### src/rtl/spi_reg_slave.sv
// rtl/spi_reg_slave.sv - SPI mode-0 slave giving an external master access to the register bank
// Oversamples sclk/ss_n/mosi in the clk domain; 16-bit frames of R/W, address, data.
module spi_reg_slave #(
    parameter int ADDR_W      = 7,
    parameter int DATA_W      = 8,
    parameter int SYNC_STAGES = 2
) (
    input  logic              clk,
    input  logic              rst,
    input  logic              sclk,
    input  logic              ss_n,
    input  logic              mosi,
    output logic              miso,
    output logic              miso_oe,
    output logic [ADDR_W-1:0] address,
    output logic [DATA_W-1:0] data_in,
    output logic              wr,
    input  logic [DATA_W-1:0] data_out,
    output logic              busy,
    output logic              frame_err
);

    localparam int LAST_BIT = ADDR_W + DATA_W;
    localparam int CNT_W    = $clog2(ADDR_W + DATA_W + 2);

    typedef enum logic [2:0] {
        S_IDLE, S_HDR, S_WDATA, S_RLOAD, S_RDATA, S_DONE
    } state_t;

    state_t r_state, w_state_nxt;

    logic [SYNC_STAGES-1:0] r_sclk_sync, r_ss_sync, r_mosi_sync;
    logic                   r_sclk_d, r_ss_d;
    logic [CNT_W-1:0]       r_cnt;
    logic [ADDR_W-1:0]      r_hdr;
    logic [DATA_W-1:0]      r_wshadow;
    logic [DATA_W-1:0]      r_tx;
    logic                   r_wr_pend;

    logic w_sclk_s, w_ss_s, w_mosi_s;
    logic w_rise, w_fall, w_ss_rise, w_ss_fall;
    logic w_hdr_last, w_data_last, w_in_frame;
    logic [ADDR_W:0] w_hdr_full;

    always_ff @(posedge clk or negedge rst) begin
        if (!rst) begin
            r_sclk_sync <= '0;
            r_ss_sync   <= '1;
            r_mosi_sync <= '0;
            r_sclk_d    <= 1'b0;
            r_ss_d      <= 1'b1;
        end else begin
            r_sclk_sync <= {r_sclk_sync[SYNC_STAGES-2:0], sclk};
            r_ss_sync   <= {r_ss_sync[SYNC_STAGES-2:0], ss_n};
            r_mosi_sync <= {r_mosi_sync[SYNC_STAGES-2:0], mosi};
            r_sclk_d    <= w_sclk_s;
            r_ss_d      <= w_ss_s;
        end
    end

    assign w_sclk_s    = r_sclk_sync[SYNC_STAGES-1];
    assign w_ss_s      = r_ss_sync[SYNC_STAGES-1];
    assign w_mosi_s    = r_mosi_sync[SYNC_STAGES-1];
    assign w_rise      = w_sclk_s & ~r_sclk_d;
    assign w_fall      = ~w_sclk_s & r_sclk_d;
    assign w_ss_rise   = w_ss_s & ~r_ss_d;
    assign w_ss_fall   = ~w_ss_s & r_ss_d;
    assign w_hdr_full  = {r_hdr, w_mosi_s};
    assign w_hdr_last  = w_rise && (r_cnt == CNT_W'(ADDR_W));
    assign w_data_last = w_rise && (r_cnt == CNT_W'(LAST_BIT));
    assign w_in_frame  = (r_state == S_HDR) || (r_state == S_WDATA) ||
                         (r_state == S_RLOAD) || (r_state == S_RDATA);

    always_ff @(posedge clk or negedge rst) begin
        if (!rst) r_state <= S_IDLE;
        else      r_state <= w_state_nxt;
    end

    // ss_n deassertion wins over any sclk edge seen in the same cycle
    always_comb begin
        w_state_nxt = r_state;
        if (r_state != S_IDLE && w_ss_rise) begin
            w_state_nxt = S_IDLE;
        end else begin
            case (r_state)
                S_IDLE:  if (w_ss_fall) w_state_nxt = S_HDR;
                S_HDR:   if (w_hdr_last) w_state_nxt = w_hdr_full[ADDR_W] ? S_RLOAD : S_WDATA;
                S_WDATA: if (w_data_last) w_state_nxt = S_DONE;
                S_RLOAD: w_state_nxt = S_RDATA;
                S_RDATA: if (w_data_last) w_state_nxt = S_DONE;
                default: w_state_nxt = r_state;
            endcase
        end
    end

    always_ff @(posedge clk or negedge rst) begin
        if (!rst) begin
            miso      <= 1'b0;
            miso_oe   <= 1'b0;
            address   <= '0;
            data_in   <= '0;
            wr        <= 1'b0;
            busy      <= 1'b0;
            frame_err <= 1'b0;
            r_cnt     <= '0;
            r_hdr     <= '0;
            r_wshadow <= '0;
            r_tx      <= '0;
            r_wr_pend <= 1'b0;
        end else begin
            // data_in and wr update together one cycle after the last data bit
            wr        <= r_wr_pend;
            r_wr_pend <= 1'b0;
            if (r_wr_pend) data_in <= r_wshadow;
            frame_err <= w_in_frame && w_ss_rise;
            busy      <= (w_state_nxt != S_IDLE);

            if (!w_ss_rise) begin
                case (r_state)
                    S_IDLE: if (w_ss_fall) r_cnt <= '0;
                    S_HDR: if (w_rise) begin
                        r_cnt <= r_cnt + 1'b1;
                        r_hdr <= w_hdr_full[ADDR_W-1:0];
                        if (w_hdr_last) address <= w_hdr_full[ADDR_W-1:0];
                    end
                    S_WDATA: if (w_rise) begin
                        r_cnt     <= r_cnt + 1'b1;
                        r_wshadow <= {r_wshadow[DATA_W-2:0], w_mosi_s};
                        if (w_data_last) r_wr_pend <= 1'b1;
                    end
                    S_RLOAD: begin
                        r_tx    <= data_out;
                        miso    <= data_out[DATA_W-1];
                        miso_oe <= 1'b1;
                    end
                    S_RDATA: begin
                        if (w_rise) r_cnt <= r_cnt + 1'b1;
                        // the fall right after the last header bit must keep the MSB on the line
                        if (w_fall && (r_cnt > CNT_W'(ADDR_W + 1))) begin
                            r_tx <= {r_tx[DATA_W-2:0], 1'b0};
                            miso <= r_tx[DATA_W-2];
                        end
                    end
                    default: ;
                endcase
            end

            if (w_state_nxt == S_IDLE) begin
                miso    <= 1'b0;
                miso_oe <= 1'b0;
            end
        end
    end

endmodule

### config.mk
export PLATFORM = sky130hd
export DESIGN_NAME = spi_reg_slave
export DESIGN_NICKNAME = d
export VERILOG_FILES = /design/src/rtl/spi_reg_slave.sv
export SDC_FILE = /design/constraint.sdc
export NUM_CORES = 1
export LEC_CHECK = 0
export ABC_AREA = 1
export CORE_MARGIN = 2
export CORE_UTILIZATION = 55
export DETAILED_ROUTE_END_ITERATION = 8
export HOLD_SLACK_MARGIN = 0.02
export PLACE_DENSITY_LB_ADDON = 0.05
export SKIP_CTS_REPAIR_TIMING = 1
export SYNTH_ARGS = -nofsm -noshare
export SYNTH_HDL_FRONTEND = slang
export SYNTH_SLANG_ARGS = --single-unit
### constraint.sdc
create_clock -name clk -period 1.6 [get_ports clk]
set_input_delay 0.32 -clock clk [delete_from_list [all_inputs] [get_ports clk]]
set_output_delay 0.32 -clock clk [all_outputs]
set_load 0.02 [all_outputs]
Word-level counts from Yosys, hierarchy flattened
Cells that the tools add are included.
- reduce and logical (&&, ||, !) cells: 25
- add/subtract/negate cells: 1
- multipliers: 0
- equal/unequal tests: 11
- shift operators: 0
- $lt $le $gt $ge: 1
- div/mod/pow operators: 0
- bitwise logic cells: 9
- mux-type cells: 22
- operators with widths (kind ; number):
    one-hot mux 7 bit (2 select lines) ; 1
    2-to-1 mux 3 bit ; 4
    one-hot mux 3 bit (4 select lines) ; 1
    AND reduction 3 bit ; 4
    2-to-1 mux 1 bit ; 11
    2-to-1 mux 5 bit ; 2
    one-hot mux 5 bit (2 select lines) ; 1
    nonzero test 3 bit ; 3
    AND reduction 4 bit ; 2
    2-to-1 mux 7 bit ; 1
    equality test 3 x 2 -> 1 bit (second input constant) ; 2
    logical NOT 3 bit ; 2
    != test 2 x 1 -> 1 bit (second input constant) ; 3
    nonzero test 2 bit ; 3
    adder 5 x 1 -> 5 bit (second input constant) ; 1
    equality test 5 x 3 -> 1 bit (second input constant) ; 1
    equality test 5 x 4 -> 1 bit (second input constant) ; 1
    > comparator 5 x 4 -> 1 bit (second input constant) ; 1
    logical AND 1 bit ; 5
    inverter 1 bit ; 5
    AND 1 bit ; 4
    equality test 3 x 1 -> 1 bit (second input constant) ; 1
    equality test 3 bit (second input constant) ; 1
    logical OR 1 bit ; 3
    other kinds (6) ; 6
- register bits: 59
- input port bits: 13
- latch bits: 0
- memories kept: 0
- ROM bits: 0
- logic and storage cells: 87
- RAM bits: 0
- output and inout bits: 20

Depth between registers and ports, before layout
- depth in word-level cells: 9
- depth in mapped cells: 9
- mapped depth without buffers: 9

Least setup slack after synthesis
Ideal clock, no wire load.
- path kind: register -> register
- from: register r_cnt[0]
- to: register r_state[0]
- cell stages (with the launch flop): 10
- path slack: 118 ps
- setup time: 119 ps
- period minus slack after synthesis: 1482 ps
- buffers on the path: 0
- data required time: 1481 ps
- data arrival time: 1363 ps
- cell sequence: dfrtp_1 ha_1 nand2_1 nor2_1 ha_1 inv_1 o21ai_0 nand2_1 nand3_1 and2_1
- cells in the longest elaborated chain, start to end: 5
- elaborated cells on any way between the ends: 8
- classes of those cells: eq/ne: 2; mux: 4; reduce/logical: 2
- RTL lines (element ; line ; source):
    start, declared ; 34 ; logic [CNT_W-1:0] r_cnt;
    start signal, assigned ; 122 ; r_cnt <= r_cnt + 1'b1;
    start signal, assigned ; 127 ; r_cnt <= r_cnt + 1'b1;
    start signal, assigned ; 137 ; if (w_rise) r_cnt <= r_cnt + 1'b1;
    equality test 5 x 4 -> 1 bit / equality test 5 x 3 -> 1 bit (equally long branches) ; 70, 69 ;
    logical AND 1 bit (on tied branches) ; 70, 69 ;
    2-to-1 mux 3 bit (on tied branches) ; 88, 90, 87 ;
    one-hot mux 3 bit (4 select lines) (*) ; 85 ; case (r_state)
    2-to-1 mux 3 bit (*) ; 82 ; if (r_state != S_IDLE && w_ss_rise) begin
    named net w_state_nxt[0] ; 30 ; state_t r_state, w_state_nxt;
    end signal, assigned ; 76 ; else r_state <= w_state_nxt;
    end, declared ; 30 ;
Mark *: on every way through the listed nets, which the timed path passes. The rest lies on a longest branch.
A chain may end at the register's enable or synchronous reset.

Final worst setup path
- from: register frame_err
- to: output frame_err
- RTL lines (element ; line ; source):
    start, declared ; 20 ; output logic frame_err
    start signal, assigned ; 115 ; frame_err <= w_in_frame && w_ss_rise;
No word-level cell between the ends.

==> impl_metrics.sql <==
INSERT INTO impl_metrics (metric_group, metric, value, unit) VALUES
('die', 'die_area', '5390', 'µm²'),
('sta', 'maxSlewHeadroom', '68.14', '%'),
('run_status', 'run_status', 'finished clean', ''),
('worst_setup_path', 'worst-r2r-setup-slack', '0.12', 'ns'),
('clocking', 'root_buffer', 'sky130_fd_sc_hd__clkbuf_8', ''),
('global_routing', 'vias_in_the_first_global_route', '1826', ''),
('sta', 'postLayoutSetupSlackWorst', '0.03358', 'ns'),
('detailed_routing', 'dr_wl_met3', '191', 'µm'),
('worst_setup_path', 'crit_path_max_fanout', '1', ''),
('cells_and_area', 'finalCoreUtilization', '72.13', '%'),
('yosys', 'syn-mean-instance-area', '8.923', 'µm²'),
('detailed_routing', 'dr_wl_met2', '2125', 'µm'),
('power', 'powerDensity', '1198', 'nW/µm²'),
('flow_run', 'drv.max_cap_violation_count', '0', ''),
('yosys', 'postSynthCellCount', '297', ''),
('detailed_routing', 'drt_iter0_drc', '117', ''),
('place', 'dp_hpwl', '3294', 'µm'),
('worst_hold_path', 'hold_path.class', 'reg2reg', ''),
('detailed_routing', 'wl_per_cell', '11.32', 'µm'),
('yosys', 'synth.mux.area_fraction', '0.4249', '%'),
('place', 'numPortBuffers', '32', ''),
('yosys', 'synth_area_in_simple_gates', '25.50', '%'),
('global_routing', 'antenna_found_initial', '0', ''),
('die', 'chipWidth', '73.42', 'µm'),
('clocking', 'cts.htree.levels', '3', ''),
('worst_setup_path', 'timing.critical_path.slowest_stage_cell', 'sky130_fd_sc_hd__clkdlybuf4s50_1', ''),
('die', 'floorplan_die_height', '73.42', 'µm'),
('detailed_routing', 'totalWireLength', '4586', 'µm'),
('cells_and_area', 'antennaDiodeCount', '0', ''),
('worst_setup_path', 'cp_top_family', 'buffers and inverters', ''),
('die', 'initial_cell_density_of_the_core', '56.48', '%'),
('global_routing', 'grt_max_degree', '26', ''),
('clocking', 'tritoncts', 'built', ''),
('worst_setup_path', 'cell_by_cell_listing_of_the_critical_path', 'clkdlybuf4s50_1', ''),
('yosys', 'netlist_area', '2650', 'µm²'),
('clocking', 'worst_setup_hold_path_clk_slew', '0.07', 'ns'),
('sta', 'final_cycle_share', '97.90', '%'),
('global_routing', 'overflow', '0', ''),
('power', 'vdd_drop_max', '1.003', 'mV'),
('cells_and_area', 'final_design_area_no_fill', '3385', 'µm²'),
('yosys', 'yosys.cell_types.count', '26', ''),
('power', 'seqPwrFrac', '43.3', '%'),
('sta', 'final_hold_viol_count', '0', ''),
('die', 'pin_count', '33', ''),
('power', 'total_power_consumption', '4055', 'µW'),
('yosys', 'yosys_register_bits', '59', ''),
('yosys', 'post_synth_fa_ha_maj_area_fraction', '1.416', '%'),
('detailed_routing', 'antenna_violating_nets_post_route', '0', ''),
('global_routing', 'grt_first_pass_wirelength', '7769', 'µm'),
('yosys', 'proportion_of_synthesized_chip_area_in_sequential_cells', '55.85', '%'),
('detailed_routing', 'met1_length', '2166', 'µm'),
('yosys', 'yosys.area.top_type_share', '52.88', '%'),
('place', 'postPlaceCellArea', '3078', 'µm²'),
('power', 'internal-power', '2935', 'µW'),
('cells_and_area', 'layout-drive-gt1-share', '19.94', '%'),
('sta', 'max_freq', '638.4', 'MHz'),
('worst_setup_path', 'critical-path-max-stage-delay', '0.60', 'ns'),
('cells_and_area', 'syn_to_layout_area_delta', '27.71', '%'),
('sta', 'transition_at_the_pin_with_the_smallest_max_transition_slack', '0.4779', 'ns'),
('detailed_routing', 'num_vias', '2008', ''),
('clocking', 'numCtsBuffers', '9', ''),
('worst_setup_path', 'crit_path_end_kind', 'output pin', ''),
('worst_setup_path', 'critical_path.n_buffers_inverters', '1', ''),
('sta', 'report.final.slew_viol_count', '0', ''),
('clocking', 'numClockSinks', '59', ''),
('yosys', 'dominant_combinational_cell_family_by_area_after_synthesis', 'simple AND/OR/NAND/NOR gates', ''),
('yosys', 'post-synth-top-area-cell', 'sky130_fd_sc_hd__dfrtp_1', ''),
('clocking', 'clock_latency', '0.33', 'ns'),
('sta', 'skew', '0.01275', 'ns'),
('cells_and_area', 'layout.nets', '362', ''),
('power', 'clock_power_share', '38.8', '%');
-- flip-flops by register name (all words and copies together), names as in the netlist --
signal and flops:
miso_oe 1, r_mosi_sync 2, address 7, r_ss_d 1, r_wshadow 8, r_state 3
r_sclk_sync 2, r_wr_pend 1, r_hdr 7, r_tx 7, r_cnt 5, busy 1
r_ss_sync 2, wr 1, data_in 8, miso 1, frame_err 1, r_sclk_d 1
-- routing by layer --
| metal | vias to the layer above | global-route usage (%) |
|---|---|---|
| met1 | 935 | 25.16 |
| met2 | 38 | 29.53 |
| met3 | 12 | 4.527 |
| li1 | 1023 | - |
| met4 | 0 | 10.30 |
| met5 | - | 0 |
-- metrics by stage --
stage,setup TNS (ns),hold slack [ns],cells
after floorplan,0,0.02441,297
after global placement,0,0.2998,388
after detailed placement,0,0.3079,388
after CTS,-0.3431,-0.05640,404
after global routing,-0.01461,0.3585,405
final,0,0.3561,405
-- final cells by class --
class / instances / area (µm²)
Sequential cell: 59 / 1480
Inverter: 41 / 153.9
Clock buffer: 13 / 168.9
Tap cell: 54 / 67.56
Timing Repair Buffer: 44 / 478.0
Multi-Input combinational cell: 191 / 967.2
Clock inverter: 3 / 68.82
Fill cell: 361 / 1308
-- synthesized netlist by cell type --
master / count
sky130_fd_sc_hd__nand2_1: 96
sky130_fd_sc_hd__dfrtp_1: 56
sky130_fd_sc_hd__inv_1: 37
sky130_fd_sc_hd__nand3_1: 19
sky130_fd_sc_hd__nor2_1: 17
sky130_fd_sc_hd__o21ai_2: 15
sky130_fd_sc_hd__a21oi_1: 9
sky130_fd_sc_hd__o21ai_0: 9
sky130_fd_sc_hd__nand2_2: 8
sky130_fd_sc_hd__inv_2: 4
sky130_fd_sc_hd__buf_6: 3
sky130_fd_sc_hd__dfstp_2: 3
sky130_fd_sc_hd__ha_1: 3
sky130_fd_sc_hd__nor2_2: 3
sky130_fd_sc_hd__nand3_2: 2
sky130_fd_sc_hd__nand4_1: 2
sky130_fd_sc_hd__nor2_4: 2
sky130_fd_sc_hd__and2_1: 1
sky130_fd_sc_hd__buf_12: 1
sky130_fd_sc_hd__buf_2: 1
sky130_fd_sc_hd__clkbuf_1: 1
sky130_fd_sc_hd__mux2_2: 1
sky130_fd_sc_hd__nand3b_1: 1
sky130_fd_sc_hd__nor3b_2: 1
sky130_fd_sc_hd__o211ai_1: 1
sky130_fd_sc_hd__or2_1: 1
-- power groups by stage --
stage / Combinational (µW) / Clock, µW / Sequential [µW]
finish: 727 / 1570 / 1760
global route: 830 / 1670 / 1770
CTS: 711 / 1600 / 1750
detailed placement: 705 / 0 / 1780
global placement: 690 / 0 / 1770
floorplan: 446 / 0 / 1790
-- placed cells by master, fill, tap and decap left out, types with 4 or more instances in the layout --
| master | Yosys | final |
|---|---|---|
| sky130_fd_sc_hd__o21ai_0 | 9 | 8 |
| sky130_fd_sc_hd__nor2_2 | 3 | 4 |
| sky130_fd_sc_hd__nand3_1 | 19 | 18 |
| sky130_fd_sc_hd__clkbuf_8 | 0 | 12 |
| sky130_fd_sc_hd__inv_2 | 4 | 4 |
| sky130_fd_sc_hd__nand2_1 | 96 | 95 |
| sky130_fd_sc_hd__dlymetal6s2s_1 | 0 | 18 |
| sky130_fd_sc_hd__nor2_1 | 17 | 16 |
| sky130_fd_sc_hd__dfrtp_1 | 56 | 56 |
| sky130_fd_sc_hd__clkdlybuf4s50_1 | 0 | 13 |
| sky130_fd_sc_hd__nand2_2 | 8 | 9 |
| sky130_fd_sc_hd__a21oi_1 | 9 | 9 |
| sky130_fd_sc_hd__inv_1 | 37 | 37 |
| sky130_fd_sc_hd__buf_4 | 0 | 9 |
| sky130_fd_sc_hd__o21ai_2 | 15 | 16 |
-- worst register-to-register path, cell delays in order (launching register included) --
cell and delay, ns:
sky130_fd_sc_hd__dfrtp_1 0.38, sky130_fd_sc_hd__ha_1 0.21, sky130_fd_sc_hd__nand2_1 0.11, sky130_fd_sc_hd__nor2_1 0.05, sky130_fd_sc_hd__ha_1 0.17, sky130_fd_sc_hd__inv_1 0.10
sky130_fd_sc_hd__o21ai_2 0.09, sky130_fd_sc_hd__nand2_1 0.07, sky130_fd_sc_hd__nand3_1 0.08, sky130_fd_sc_hd__and2_1 0.14
-- path summary, 6_finish.rpt --
path                                   start      endpoint  cells after the start
min in group asynchronous                rst    data_in[5]                      2
worst min-delay path            r_ss_sync[0]  r_ss_sync[1]                      0
worst max-delay path               frame_err     frame_err                      1
worst max register to register      r_cnt[0]    r_state[0]                      9
max in group asynchronous                rst    address[5]                      3
worst min register to register  r_ss_sync[0]  r_ss_sync[1]                      0
-- cells by family after synthesis --
| family | Yosys count |
|---|---|
| multiplexers | 1 |
| flip-flops | 59 |
| adder cells (fa/ha/maj) | 3 |
| AND/OR/NAND/NOR | 153 |
| buffers and inverters | 47 |
| AO/OA/AOI/OAI | 34 |
(Power assumes the default switching activity.)
